File: src/rtl/ccff_loader_pkg.sv
// Shared types and helpers for the configuration-chain loader.
//   state_e   : pass-level FSM states
//   BYTE_W    : width of one bitstream byte
//   num_bytes : ceil(chain_len / BYTE_W), the number of bytes one pass consumes
package ccff_loader_pkg;

    typedef enum logic [1:0] {
        StIdle,
        StLoad,
        StVerify,
        StDone
    } state_e;

    localparam int unsigned BYTE_W = 8;

    function automatic int unsigned num_bytes(input int unsigned chain_len);
        return (chain_len + BYTE_W - 1) / BYTE_W;
    endfunction

endpackage

File: src/rtl/ccff_byte_serializer.sv
// One-byte buffer that turns a valid/ready byte stream into an LSB-first bit stream.
//   clk_i, rst_ni  : clock, asynchronous active-low reset
//   en_i           : a pass is active (LOAD or VERIFY)
//   flush_i        : drop the buffered byte and reset the byte counter
//   s_data_i/s_valid_i/s_ready_o : byte stream in
//   head_o         : current serial bit (holds the last shifted bit when starved)
//   shift_en_o     : a bit is presented and consumed this cycle
module ccff_byte_serializer
    import ccff_loader_pkg::*;
#(
    parameter int unsigned CHAIN_LEN = 64
) (
    input  logic              clk_i,
    input  logic              rst_ni,
    input  logic              en_i,
    input  logic              flush_i,
    input  logic [BYTE_W-1:0] s_data_i,
    input  logic              s_valid_i,
    output logic              s_ready_o,
    output logic              head_o,
    output logic              shift_en_o
);

    localparam int unsigned NumBytes = num_bytes(CHAIN_LEN);
    localparam int unsigned BW       = $clog2(NumBytes + 1);
    localparam int unsigned IW       = $clog2(BYTE_W);

    logic [BYTE_W-1:0] buf_q, buf_d;
    logic [IW-1:0]     idx_q, idx_d;
    logic              vld_q, vld_d;
    logic [BW-1:0]     cnt_q, cnt_d;
    logic              head_q, head_d;

    logic shift, ready, accept, last_bit;

    assign shift    = en_i & vld_q;
    assign last_bit = (idx_q == IW'(BYTE_W - 1));
    // Refill when empty or when the final bit leaves this cycle; never past the chain length.
    assign ready    = en_i & (cnt_q < BW'(NumBytes)) & (~vld_q | last_bit);
    assign accept   = s_valid_i & ready;

    always_comb begin
        buf_d  = buf_q;
        idx_d  = idx_q;
        vld_d  = vld_q;
        cnt_d  = cnt_q;
        head_d = head_q;
        if (shift) begin
            head_d = buf_q[idx_q];
            idx_d  = idx_q + IW'(1);
            if (last_bit) begin
                vld_d = 1'b0;
            end
        end
        if (accept) begin
            buf_d = s_data_i;
            idx_d = '0;
            vld_d = 1'b1;
            cnt_d = cnt_q + BW'(1);
        end
        // Flush wins: discards unused upper bits of the final byte.
        if (flush_i) begin
            idx_d = '0;
            vld_d = 1'b0;
            cnt_d = '0;
        end
    end

    always_ff @(posedge clk_i or negedge rst_ni) begin
        if (!rst_ni) begin
            buf_q  <= '0;
            idx_q  <= '0;
            vld_q  <= 1'b0;
            cnt_q  <= '0;
            head_q <= 1'b0;
        end else begin
            buf_q  <= buf_d;
            idx_q  <= idx_d;
            vld_q  <= vld_d;
            cnt_q  <= cnt_d;
            head_q <= head_d;
        end
    end

    assign s_ready_o  = ready;
    assign shift_en_o = shift;
    assign head_o     = vld_q ? buf_q[idx_q] : head_q;

endmodule

File: src/rtl/ccff_chain_loader.sv
// Loads and verifies the I/O tile configuration-flip-flop chain from a byte stream.
//   prog_clk, prog_rst_n          : clock, asynchronous active-low reset
//   start, verify                 : pass command (verify=1 re-streams and compares)
//   s_data, s_valid, s_ready      : bitstream bytes, bit 0 first
//   ccff_head, ccff_shift_en      : serial data and advance enable into the chain
//   ccff_tail                     : chain output, compared during VERIFY
//   busy, done                    : pass in progress / one-cycle end-of-pass pulse
//   err, mismatch_cnt             : verify result (sticky until next start)
//   cfg_done                      : chain holds a valid configuration
module ccff_chain_loader
    import ccff_loader_pkg::*;
#(
    parameter  int unsigned CHAIN_LEN = 64,
    localparam int unsigned CW        = $clog2(CHAIN_LEN + 1)
) (
    input  logic              prog_clk,
    input  logic              prog_rst_n,
    input  logic              start,
    input  logic              verify,
    input  logic [BYTE_W-1:0] s_data,
    input  logic              s_valid,
    output logic              s_ready,
    output logic              ccff_head,
    output logic              ccff_shift_en,
    input  logic              ccff_tail,
    output logic              busy,
    output logic              done,
    output logic              err,
    output logic [CW-1:0]     mismatch_cnt,
    output logic              cfg_done
);

    state_e        state_q, state_d;
    logic [CW-1:0] bit_cnt_q, bit_cnt_d;
    logic [CW-1:0] mis_q, mis_d;
    logic          err_q, err_d;
    logic          cfg_q, cfg_d;

    logic start_ok, active, last;

    assign start_ok = start & (state_q == StIdle);
    assign active   = (state_q == StLoad) | (state_q == StVerify);
    assign last     = ccff_shift_en & (bit_cnt_q == CW'(CHAIN_LEN - 1));

    ccff_byte_serializer #(
        .CHAIN_LEN(CHAIN_LEN)
    ) u_ser (
        .clk_i     (prog_clk),
        .rst_ni    (prog_rst_n),
        .en_i      (active),
        .flush_i   (start_ok | last),
        .s_data_i  (s_data),
        .s_valid_i (s_valid),
        .s_ready_o (s_ready),
        .head_o    (ccff_head),
        .shift_en_o(ccff_shift_en)
    );

    always_ff @(posedge prog_clk or negedge prog_rst_n) begin
        if (!prog_rst_n) begin
            state_q <= StIdle;
        end else begin
            state_q <= state_d;
        end
    end

    always_comb begin
        state_d = state_q;
        unique case (state_q)
            StIdle:           if (start) state_d = verify ? StVerify : StLoad;
            StLoad, StVerify: if (last) state_d = StDone;
            StDone:           state_d = StIdle;
            default:          state_d = StIdle;
        endcase
    end

    always_comb begin
        busy = (state_q != StIdle);
        done = (state_q == StDone);
    end

    always_comb begin
        bit_cnt_d = bit_cnt_q;
        mis_d     = mis_q;
        err_d     = err_q;
        cfg_d     = cfg_q;
        if (start_ok) begin
            bit_cnt_d = '0;
            mis_d     = '0;
            err_d     = 1'b0;
            if (!verify) begin
                cfg_d = 1'b0;
            end
        end
        if (ccff_shift_en) begin
            bit_cnt_d = bit_cnt_q + CW'(1);
            if (state_q == StVerify && ccff_tail != ccff_head && mis_q != '1) begin
                mis_d = mis_q + CW'(1);
            end
        end
        // Results land on the final shift edge so they are visible alongside done.
        if (last) begin
            if (state_q == StVerify) begin
                err_d = (mis_d != '0);
                cfg_d = cfg_q & (mis_d == '0);
            end else begin
                cfg_d = 1'b1;
            end
        end
    end

    always_ff @(posedge prog_clk or negedge prog_rst_n) begin
        if (!prog_rst_n) begin
            bit_cnt_q <= '0;
            mis_q     <= '0;
            err_q     <= 1'b0;
            cfg_q     <= 1'b0;
        end else begin
            bit_cnt_q <= bit_cnt_d;
            mis_q     <= mis_d;
            err_q     <= err_d;
            cfg_q     <= cfg_d;
        end
    end

    assign err          = err_q;
    assign mismatch_cnt = mis_q;
    assign cfg_done     = cfg_q;

endmodule
File: config.mk
export PLATFORM = sky130hd
export DESIGN_NAME = ccff_chain_loader
export DESIGN_NICKNAME = d
export VERILOG_FILES = /design/src/rtl/ccff_loader_pkg.sv /design/src/rtl/ccff_byte_serializer.sv /design/src/rtl/ccff_chain_loader.sv
export SDC_FILE = /design/constraint.sdc
export NUM_CORES = 1
export LEC_CHECK = 0
export ABC_CLOCK_PERIOD_IN_PS = 3700
export BUFFER_PORTS_ARGS = -buffer_cell sky130_fd_sc_hd__clkbuf_2
export CORE_ASPECT_RATIO = 1.5
export CORE_MARGIN = 5
export CORE_UTILIZATION = 60
export DETAILED_ROUTE_END_ITERATION = 10
export PLACE_DENSITY = 0.83
export SYNTH_ARGS = -nofsm -noshare
export SYNTH_HDL_FRONTEND = slang
export SYNTH_SLANG_ARGS = --single-unit
File: constraint.sdc
create_clock -name prog_clk -period 3.7 [get_ports prog_clk]
set_input_delay 0.555 -clock prog_clk [delete_from_list [all_inputs] [get_ports prog_clk]]
set_output_delay 0.555 -clock prog_clk [all_outputs]
set_load 0.01 [all_outputs]
# Word level (Yosys, flattened, before mapping)

Index checks and enable logic that the tools add are counted.

Add/sub/neg operators: 4
$lt $le $gt $ge: 2
Equal/unequal tests: 10
Muxes and demuxes: 28
Bitwise logic cells: 11
Reductions and logical operators: 15

Operators by type and width:

| cell                | count |
|---|---|
| $mux 7              | 5 |
| $add 7x1->7 const B | 2 |
| $mux 1              | 13 |
| $mux 3              | 3 |
| $mux 4              | 2 |
| $reduce_bool 2->1   | 4 |
| $and 1x1->1         | 7 |
| $eq 7x6->1 const B  | 1 |
| $logic_not 7->1     | 1 |
| $ne 7x7->1 const B  | 1 |
| $reduce_bool 7->1   | 1 |
| $mux 2              | 3 |
| $pmux 2 s3          | 1 |
| $reduce_and 2->1    | 3 |
| $reduce_bool 3->1   | 2 |
| $add 4x1->4 const B | 1 |
| $eq 2x2->1 const B  | 2 |
| $lt 3x4->1 const B  | 1 |
| $lt 4x4->1 const B  | 1 |
| $ne 2x2->1 const B  | 2 |
| $add 3x1->3 const B | 1 |
| $bmux 1 s3          | 1 |
| $eq 3x3->1 const B  | 1 |
| $or 1x1->1          | 3 |
| other kinds (7)     | 8 |

Register bits after elaboration: 35
Input bits: 14
Output and inout port bits: 14

# Longest topological paths before layout

Gate-level depths: netlist (run 1).

Depth in word-level cells: 12
Mapped depth: 10

# Cells and area by module

A second synthesis (run 1) with hierarchy kept.

Cell total of the unflattened synthesis: 195
Area, all modules: 1864.3 µm²

Modules (own cells, without submodules):

| module               | times used | cells each | area an instance (µm²) | sequential area each (µm²) |
|---|---|---|---|---|
| ccff_chain_loader    | 1          | 111        | 1034.7                 | 450.4 |
| ccff_byte_serializer | 1          | 84         | 829.5                  | 425.4 |

# Worst setup path after synthesis (run 1)

Ideal clock, no wire load.

Kind: register to register
From: reg u_ser.idx_q[0]
To: reg cfg_q (netlist: cfg_done)
Setup time: 0.101 ns
Data arrival time: 2.359 ns
Path slack: 1.240 ns
Cell stages (with the launch flop): 8
Buffers on the path: 0
Period minus slack after synthesis: 2.460 ns
Path through: dfrtp_1 -> mux4_1 -> mux2i_4 -> mux2_4 -> or3_1 -> a22oi_2 -> a31oi_1 -> o32ai_1

Cells in the longest elaborated chain, start to end: 12

RTL lines:

| what                           | RTL line                   | text |
|---|---|---|
| start, declared                | ccff_byte_serializer.sv:29 | `logic [IW-1:0] idx_q, idx_d;` |
| start signal, assigned         | ccff_byte_serializer.sv:78 | `idx_q <= idx_d;` |
| $bmux 1 s3                     | ccff_byte_serializer.sv:87 | `assign head_o = vld_q ? buf_q[idx_q] : head_q;` |
| $mux 1 (implied by the code)   | ccff_byte_serializer.sv:87 |  |
| $mux 1                         | ccff_byte_serializer.sv:87 |  |
| $ne 1x1->1                     | ccff_chain_loader.sv:97    | `if (state_q == StVerify && ccff_tail != ccff_head && mis_q != '1) begin` |
| $logic_and 1x1->1 (2 in a row) | ccff_chain_loader.sv:97    |  |
| $mux 7                         | ccff_chain_loader.sv:97    |  |
| $mux 7                         | ccff_chain_loader.sv:95    | `if (ccff_shift_en) begin` |
| $logic_not 7->1                | ccff_chain_loader.sv:105   | `cfg_d = cfg_q & (mis_d == '0);` |
| $and 1x1->1                    | ccff_chain_loader.sv:105   |  |
| $mux 1                         | ccff_chain_loader.sv:103   | `if (state_q == StVerify) begin` |
| $mux 1                         | ccff_chain_loader.sv:102   | `if (last) begin` |
| end signal, assigned           | ccff_chain_loader.sv:122   | `cfg_q <= cfg_d;` |
| end, declared                  | ccff_chain_loader.sv:37    | `logic cfg_q, cfg_d;` |

Every way passes these cells. The select of a mux whose other input is x is not followed.
A chain may end at the register's enable or synchronous reset.

# Worst setup path after layout (run 1)

Same ends and word-level chain as after synthesis.

==> results.md, run 1 <==
* Status: completed
* Die area at 4440 sq um
* VDD IR-drop max at 0.522 mV
* Worst path required time at 3900 ps
* Critical path peak fanout at 9
* Sink Count at 35
* Area of the multi-input gates at 978 sq um
* Cells on worst reg2reg path at 7
* IO buf count at 27
* Worst R2R Setup Slack at 990 ps
* Die height at 79.1 microns
* Asr flop ratio synth at 1.00
* Slowest stage delay, CP at 620 ps
* Vias in the first global route at 1568
* CTS tree: yes
* Post-synth top cells: dfrtp_1, nand2_1, nor2_1
* Sequential share of the synthesized area at 0.458
* Worst-path clk slew at 70 ps
* Root Driver: clkbuf_8
* HPWL Detailed at 2.85 mm
* Fin. Hold Viols at 0
* Syn Inst Count at 193
* CP Capture Type: flop
* RSZ-0062 raised after global routing: no
* Main synth FF type: dfrtp_1
* Final setup vio count at 0
* Max frequency at 369 MHz
* Mapped Area at 1910 sq um
* Worst setup startpoint: u_ser.idx_q[0]
* Clk buf depth at 2
* Most common cell in the synthesized netlist: dfrtp_1
* Cts-stage hold buffer count at 0
* Antenna Violating Nets Remaining at 0
* Grt total ovfl at 0
* Layout area overhead at 14.5%
* Sum of negative setup slack at 0 ps
* Final nets at 245
* Final worst slack at 988 ps
* Vias at 1556
* Slew @ Worst Pin at 859 ps
* Num ports at 28
* Initial antenna violation count at 0
* Hold crit path type: in2async
* CTS buffer count at 5
* Max H-tree Level at 2
* GRT Total Usage at 0.202
* Critical R2R Launch: u_ser.idx_q[0]
* Post-synth top area cell: dfrtp_1
* Max-cap violations at 0
* Yosys warns at 0
* Met2 GRT Util at 0.348
* Standard-cell row count at 25
* Final period util at 0.733
* Slowest CP cell: mux4_1
* FF/Latch Area at 876 sq um
* DRC viols at 0
* Top-area cell type share of the netlist area at 0.458
* Layout cells sized above 1 at 0.215
* Dpl ws at 995 ps
* Sum of buffers and inverters on the critical path at 0
* GP Congestion at 0.796
* Static Leak at 0.00108 uW
* Fillcell total at 260
* Post-CTS setup repair buffer count at 0
* Area contributors post-synth: dfrtp_1, ha_1, mux2_2, nand2_1, nor2_1
* EDFF count, synth at 0
* Syn_nets at 216
* Arrival @ worst endpoint at 2910 ps
* DIE WIDTH at 56.1 microns
* Most Crowded Layer GR: met2
* Seq cells post-synth at 35
* Mean Syn Cell Area at 9.90 sq um
* Pwr Density at 769 nW/um^2
* Worst-path cell chain: mux4_1 > mux2i_4 > mux2i_2 > mux2i_1 > a22oi_2 > a31oi_1 > o32ai_1
* Vias per inst at 5.92
* Worst R2R End: cfg_done
* Met1 usage at 0.232
* Max Slew Vio Count at 0
* 1st-pass router iterations at 4
* Post-layout minimum cycle time at 2710 ps
* Number of distinct library cells after synthesis at 39
* Initial core utilization at 0.611
* Clock Latency Late Sink at 290 ps
* Avg WL per Cell at 14.7 microns
* Worst Setup Path Type: reg2reg
* Final WL at 3.86 mm
* Routing usage on met3 at 0.0520
* Largest net degree at the start of global routing at 36
* Post-CTS Resized at 0
* Slew Limit Headroom at 0.427
* N_diodes at 0
* Core area at 3130 sq um
* Global-route wire length before repair at 7.05 mm
* Startpoint class of the critical path: flop
* Top Family by Delay on Critical Path: multiplexers
* Initial DRC count at 59
* Clock skew at 6.14 ps
where the power goes:
| group | internal [uW] | switching [uW] |
|---|---|---|
| Sequential | 504 | 100 |
| Combinational | 323 | 398 |
| Clock | 218 | 138 |
| Total | 1050 | 636 |
metrics by stage:
stage | utilization | hold slack (ps) | instance area (sq um) | std cells | power [uW]
5_1_grt | 0.699 | 439 | 2190 | 263 | 1830
4_1_cts | 0.699 | 388 | 2190 | 263 | 1700
3_3_place_gp | 0.662 | 468 | 2070 | 255 | 1300
6_report | 0.699 | 360 | 2190 | 263 | 1680
3_5_place_dp | 0.662 | 488 | 2070 | 255 | 1330
2_1_floorplan | - | 259 | 1910 | 193 | 1150
cell type report:
type,count,area share
Clock buffer,6,0.0378
Clock inverter,2,0.0160
Inverter,8,0.0137
Multi-Input combinational cell,145,0.447
Sequential cell,35,0.400
Tap cell,40,0.0229
Timing Repair Buffer,27,0.0618
routing by layer:
layer | up-vias | share of wire
met5 | - | 0
met4 | 0 | 0.029
met3 | 11 | 0.054
met2 | 49 | 0.52
met1 | 750 | 0.40
li1 | 746 | -
registers in the layout, summed over array words and instances (netlist names):
register      count
mismatch_cnt      7
u_ser.cnt_q       4
u_ser.idx_q       3
u_ser.vld_q       1
cfg_done          1
u_ser.buf_q       8
u_ser.head_q      1
bit_cnt_q         7
err               1
state_q           2
layout by cell type (no fill, tap or decap), types with 2 or more instances in the layout:
master and count:
a211oi_1 2, clkbuf_2 27, or3_1 2, ha_1 9, o21ai_1 8, inv_1 7, o22a_1 2, nor2b_1 3
clkbuf_8 6, dfrtp_1 35, and3_1 7, and3b_1 2, a31oi_1 5, o21ai_0 13, mux2i_1 5, a21oi_1 9
nor2_1 21, nand2_1 21, nand3_1 5, xnor2_1 3, nor3_1 5, mux2_2 8
worst register-to-register path, stage by stage (launching register included):
cell and delay (ps):
dfrtp_1 440, mux4_1 620, mux2i_4 230, mux2i_2 540
mux2i_1 170, a22oi_2 230, a31oi_1 110, o32ai_1 270
worst max path at each step:
stage / to / depth (start not counted)
after floorplan: cfg_done / 7
after global placement: cfg_done / 7
after detailed placement: cfg_done / 7
after CTS: cfg_done / 7
after global routing: cfg_done / 7
final: cfg_done / 7
logic make-up after synthesis:
| family | Yosys count | share of synthesized area |
|---|---|---|
| and+or+nand+nor | 69 | 0.168 |
| AOI/OAI and AO/OA | 45 | 0.141 |
| DFF | 35 | 0.458 |
| muxes | 18 | 0.126 |
| buffers and inverters | 13 | 0.0295 |
| adders and majority gates | 9 | 0.0589 |
| xor gates and xnor gates | 4 | 0.0183 |
Note: power is estimated with default switching activity, not from simulation.
==> run 2: changes to the inputs <==
- ABC_AREA: default -> 1
- ABC_CLOCK_PERIOD_IN_PS: 3700 -> 2460
- CORE_UTILIZATION: 60 -> 51
- PLACE_DENSITY: 0.83 -> 0.75
- clock period: 3.7 -> 2.46 ns (I/O delays scaled with it)
==> results.md, run 2 <==
* Simple-gate share of the synthesized area at 0.310
* Synth Area in Adders at 0.0576
* IO buf count at 27
* Cells on worst reg2reg path at 11
* Vias at 1640
* Max H-tree Level at 2
* VDD IR-drop max at 0.732 mV
* DRC viols at 0
* RSZ-0062 raised after global routing: no
* Final nets at 299
* CTS buffer count at 5
* Post-synth top area cell: dfrtp_1
* Final Power at 2770 uW
* Post-synth top cells: nand2_1, dfrtp_1, inv_1
* Global-route wire length before repair at 6.85 mm
* Area contributors post-synth: dfrtp_1, nand2_1, inv_1, ha_1, o21ai_0
* Worst-path clk slew at 70 ps
* Most common cell in the synthesized netlist: nand2_1
* Fin cells at 320
* Cts-stage hold buffer count at 0
* Largest net degree at the start of global routing at 36
* Max frequency at 475 MHz
* Number of flip-flops in the largest register at 8
* Worst R2R End: err
* Final instance area at 2230 sq um
* Mapped Area at 1950 sq um
* Startpoint class of the critical path: flop
* Worst Setup Path Type: reg2reg
* Worst path required time at 2630 ps
* Initial DRC count at 55
* Die area at 5200 sq um
* Seq cells post-synth at 35
* Main combinational cell family by area after synthesis: simple AND/OR/NAND/NOR gates
* CTS tree: yes
* Post-CTS Resized at 0
* N_diodes at 0
* GRT Total Usage at 0.171
* Compound-gate portion of the synthesized area at 0.0813
* Sink Count at 35
* GP Congestion at 0.825
* Root Driver: clkbuf_8
* Arrival @ worst endpoint at 2270 ps
* Critical R2R Launch: state_q[1]
* Layout cells sized above 1 at 0.177
* Grt total ovfl at 0
* Slew Limit Headroom at 0.433
* Xor/xnor share of the synthesized area at 0.0269
* Clock skew at 6.13 ps
* Initial antenna violation count at 0
* CP Capture Type: flop
* Hold crit path type: in2async
* Final period util at 0.856
* Core area at 3680 sq um
* Most frequent cells in the layout: nand2_1, inv_1, dfrtp_1
* Slew @ Worst Pin at 850 ps
* Placed Cells at 312
* Worst setup endpoint: err
* Max-cap violations at 0
* Final setup vio count at 0
* Clock Latency Late Sink at 290 ps
* Sum of negative setup slack at 0 ps
* Vias in the first global route at 1637
* Static Leak at 0.00119 uW
* DIE WIDTH at 60.5 microns
* Status: completed
* Area after DPL at 2140 sq um
* Mean Syn Cell Area at 8.04 sq um
* Asr flop ratio synth at 1.00
* Num ports at 28
* Syn_nets at 266
* Number of distinct library cells after synthesis at 25
* Yosys warns at 0
* Initial core utilization at 0.531
* Worst R2R Setup Slack at 350 ps
* Top-area cell type share of the netlist area at 0.448
* Die height at 85.8 microns
* Fillcell total at 336
* Fin. Hold Viols at 0
* Mux share of post-synthesis cell area at 0
* Clk buf depth at 2
* Sequential share of the synthesized area at 0.448
* Standard-cell row count at 27
* Commonest non-fill, non-tap cell in the layout: nand2_1
* Reg with most FFs: u_ser.buf_q
* EDFF count, synth at 0
* 1st-pass router iterations at 5
* Critical path peak fanout at 7
* Vias per inst at 5.13
* Final WL at 3.84 mm
* Post-CTS setup repair buffer count at 0
* HPWL Detailed at 3.02 mm
* Pwr Density at 1240 nW/um^2
* Max Slew Vio Count at 0
* Avg WL per Cell at 12.0 microns
* Layout area overhead at 14.1%
* Syn Inst Count at 243
* Worst setup startpoint: state_q[1]
* Antenna Violating Nets Remaining at 0
* Post-layout minimum cycle time at 2110 ps
* Worst Hold Slack at 175 ps
* Main synth FF type: dfrtp_1
run 2: cell types whose count changed after synthesis, moves of 5 or more:
cell | before | now
inv_1 | 7 | 35
nand2_1 | 21 | 60
nand3_1 | 5 | 14
mux2i_1 | 5 | 0
o21ai_1 | 8 | 0
nor2_1 | 21 | 27
o21ai_0 | 13 | 21
and3_1 | 7 | 0
nand4_1 | 1 | 9
mux2_2 | 8 | 0
run 2: how the worst min path moves through the flow:
stage / to / slack, ps / depth (start not counted)
2_1_floorplan: bit_cnt_q[0] / 70 / 0
3_3_place_gp: u_ser.head_q / 470 / 2
3_5_place_dp: u_ser.head_q / 480 / 2
4_1_cts: u_ser.buf_q[6] / 210 / 1
5_1_grt: u_ser.cnt_q[1] / 260 / 1
6_report: u_ser.buf_q[6] / 170 / 1
run 2: per-stage QoR:
stage,utilization,setup slack [ps]
finish,0.606,355
global route,0.606,38.9
CTS,0.606,329
detailed placement,0.582,354
global placement,0.582,415
floorplan,-,595
run 2: kinds of logic after synthesis:
logic type                 Yosys count
and+or+nand+nor                    124
buffers and inverters               39
DFF                                 35
AOI/OAI and AO/OA                   30
adders and majority gates            9
xor gates and xnor gates             6
run 2: power by group:
group	internal [uW]	switching, uW
Combinational	508	892
Clock	198	208
Sequential	795	168
Total	1500	1270
run 2: layer usage:
| layer | track usage | wire length, microns |
|---|---|---|
| met3 | 0.0361 | 136 |
| met5 | 0 | 0 |
| met4 | 0.0592 | 42 |
| met2 | 0.306 | 2110 |
| met1 | 0.195 | 1550 |
run 2: area by class of cell:
cell class | instances | area, sq um | area share
multi-input combinational | 169 | 930 | 0.417
sequential | 35 | 876 | 0.393
timing repair buffer | 29 | 150 | 0.0673
inverter | 36 | 135 | 0.0606
clock buffer | 6 | 72.6 | 0.0325
tap | 43 | 53.8 | 0.0241
clock inverter | 2 | 12.5 | 0.00561
run 2: worst max-delay path, stage by stage, from the launching register on:
cell and delay (ps):
dfrtp_1 380, inv_1 80, ha_1 340, nand2_1 170, nor3_4 360, nand3_4 150
nand2_1 100, nand2_2 50, nor2_1 100, nand2_1 90, nor2_2 100, o21ai_0 80
==> run 3: changes to the inputs <==
- SYNTH_HIERARCHICAL: default -> 1
==> results.md, run 3 <==
* Status: completed
* Final nets at 329
* Synth Area in Adders at 0.0553
* Clk buf depth at 2
* Clock skew at 8.85 ps
* Max frequency at 445 MHz
* Mapped Area at 2040 sq um
* Commonest non-fill, non-tap cell in the layout: nand2_1
* IO buf count at 27
* Most common cell in the synthesized netlist: nand2_1
* Max Slew Vio Count at 0
* Max-cap violations at 0
* Vias in the first global route at 1693
* Critical path peak fanout at 9
* DRC viols at 0
* Hold crit path type: in2async
* Slew Limit Headroom at 0.436
* Startpoint class of the critical path: flop
* Layout cells sized above 1 at 0.192
* Grt total ovfl at 0
* Top-area cell type share of the netlist area at 0.430
* Fillcell total at 376
* Asr flop ratio synth at 1.00
* Clock Latency Late Sink at 280 ps
* CP Capture Type: output port
* Global-route wire length before repair at 6.93 mm
* Initial DRC count at 44
* Reg with most FFs: u_ser/buf_q
* EDFF count, synth at 0
* Vias at 1749
* Layout area overhead at 15.8%
* Seq cells post-synth at 35
* DIE WIDTH at 61.6 microns
* Worst Setup Path Type: reg2out
* Standard-cell row count at 28
* Syn Inst Count at 271
* Final period util at 0.914
* Mean Syn Cell Area at 7.52 sq um
* Num ports at 28
* Post-layout minimum cycle time at 2250 ps
* GP Congestion at 0.854
* Area contributors post-synth: dfrtp_1, nand2_1, inv_1, ha_1, nand3_1
* Mux share of post-synthesis cell area at 0
* 1st-pass router iterations at 4
* Initial core utilization at 0.519
* Number of distinct library cells after synthesis at 33
* Main synth FF type: dfrtp_1
* RSZ-0062 raised after global routing: no
* Most frequent cells in the layout: nand2_1, inv_1, dfrtp_1
* Static Leak at 0.00135 uW
* CTS buffer count at 5
* CTS tree: yes
* Largest net degree at the start of global routing at 36
* Max H-tree Level at 2
* GRT Total Usage at 0.171
* Pwr Density at 1160 nW/um^2
* Sink Count at 35
* Final setup vio count at 0
* Cells on worst reg2reg path at 14
* Post-synth top area cell: dfrtp_1
* Simple-gate share of the synthesized area at 0.330
* Worst setup startpoint: state_q[1]
* Xor/xnor share of the synthesized area at 0.00430
* Vias per inst at 4.97
* Final WL at 4.05 mm
* N_diodes at 0
* Number of flip-flops in the largest register at 8
* Antenna Violating Nets Remaining at 0
* Die height at 87.4 microns
* Sequential share of the synthesized area at 0.430
* Main combinational cell family by area after synthesis: simple AND/OR/NAND/NOR gates
* Slew @ Worst Pin at 846 ps
* Worst-path clk slew at 70 ps
* Final Power at 2730 uW
* HPWL Detailed at 3.16 mm
* Core area at 3920 sq um
* Initial antenna violation count at 0
* Root Driver: clkbuf_8
* Sum of negative setup slack at 0 ps
* Arrival @ worst endpoint at 1880 ps
* Post-synth top cells: nand2_1, inv_1, dfrtp_1
* Avg WL per Cell at 11.5 microns
* Worst path required time at 2090 ps
* Compound-gate portion of the synthesized area at 0.0866
* Yosys warns at 6
* Critical R2R Launch: state_q[1]
* Syn_nets at 294
* Die area at 5380 sq um
* Fin. Hold Viols at 0
* VDD IR-drop max at 0.690 mV
## run 3: cell count changes after synthesis, moves of 2 or more
cell,previous run,this run
o21ai_0,21,9
clkinv_1,0,2
nor2_4,0,2
o21ai_1,0,2
nand3_1,14,22
nand3_4,3,1
xor2_1,5,1
nand4_1,9,1
a21oi_1,6,15
nand3b_1,0,2
inv_1,35,40
nand2_1,60,77
nor2_2,1,5
## run 3: timing repair
item	4_1_cts	5_1_grt
resized for setup	0	1
buffers inserted	0	3
setup endpoints to repair	0	3
hold buffers	0	0
## run 3: layer usage
layer / global-route usage / routed length, microns / vias to the layer above / part of all wire
met5: 0 / 0 / - / 0
met4: 0.0946 / 113 / 0 / 0.028
met3: 0.0356 / 161 / 10 / 0.040
met2: 0.295 / 2160 / 29 / 0.53
met1: 0.186 / 1610 / 793 / 0.40
li1: - / - / 917 / -
## run 3: per-stage QoR
step | hold slack (ps) | setup slack [ps] | utilization | instance area (sq um) | cells
final | 178 | 213 | 0.601 | 2360 | 352
after global placement | 469 | 162 | 0.564 | 2210 | 341
after global routing | 264 | 21.8 | 0.601 | 2360 | 352
after floorplan | 73.4 | 444 | - | 2040 | 271
after CTS | 213 | 93.4 | 0.594 | 2330 | 349
after detailed placement | 481 | 112 | 0.564 | 2210 | 341
## run 3: logic make-up after synthesis
family	Yosys count
and+or+nand+nor	147
buffers and inverters	47
DFF	35
AOI/OAI and AO/OA	32
adders and majority gates	9
xor gates and xnor gates	1
## run 3: path summary, 6_finish.rpt
kind                                    to  slack [ps]
max in group asynchronous  mismatch_cnt[5]        1740
setup reg to reg                       err         260
setup / recovery             ccff_shift_en         210
min in group prog_clk       u_ser/buf_q[4]         300
hold / removal                bit_cnt_q[0]         180
hold reg to reg               u_ser/head_q         500
## run 3: area by class of cell
cell class | count | area (sq um) | share of cell area
Clock buffer | 6 | 82.6 | 0.0350
Clock inverter | 2 | 35.0 | 0.0149
Inverter | 43 | 166 | 0.0706
Multi-Input combinational cell | 189 | 970 | 0.411
Sequential cell | 35 | 876 | 0.371
Tap cell | 45 | 56.3 | 0.0239
Timing Repair Buffer | 32 | 173 | 0.0732
## run 3: critical path, stage by stage (launching register included)
cell and delay [ps]:
dfrtp_1 400, inv_1 90, ha_1 320, nand2_1 200, clkinvlp_4 250, buf_4 200, clkbuf_2 120
## run 3: power by group
group / switching, uW / internal, uW / total, uW
logic: 796 / 482 / 1280
clock network: 202 / 328 / 529
registers: 143 / 776 / 919
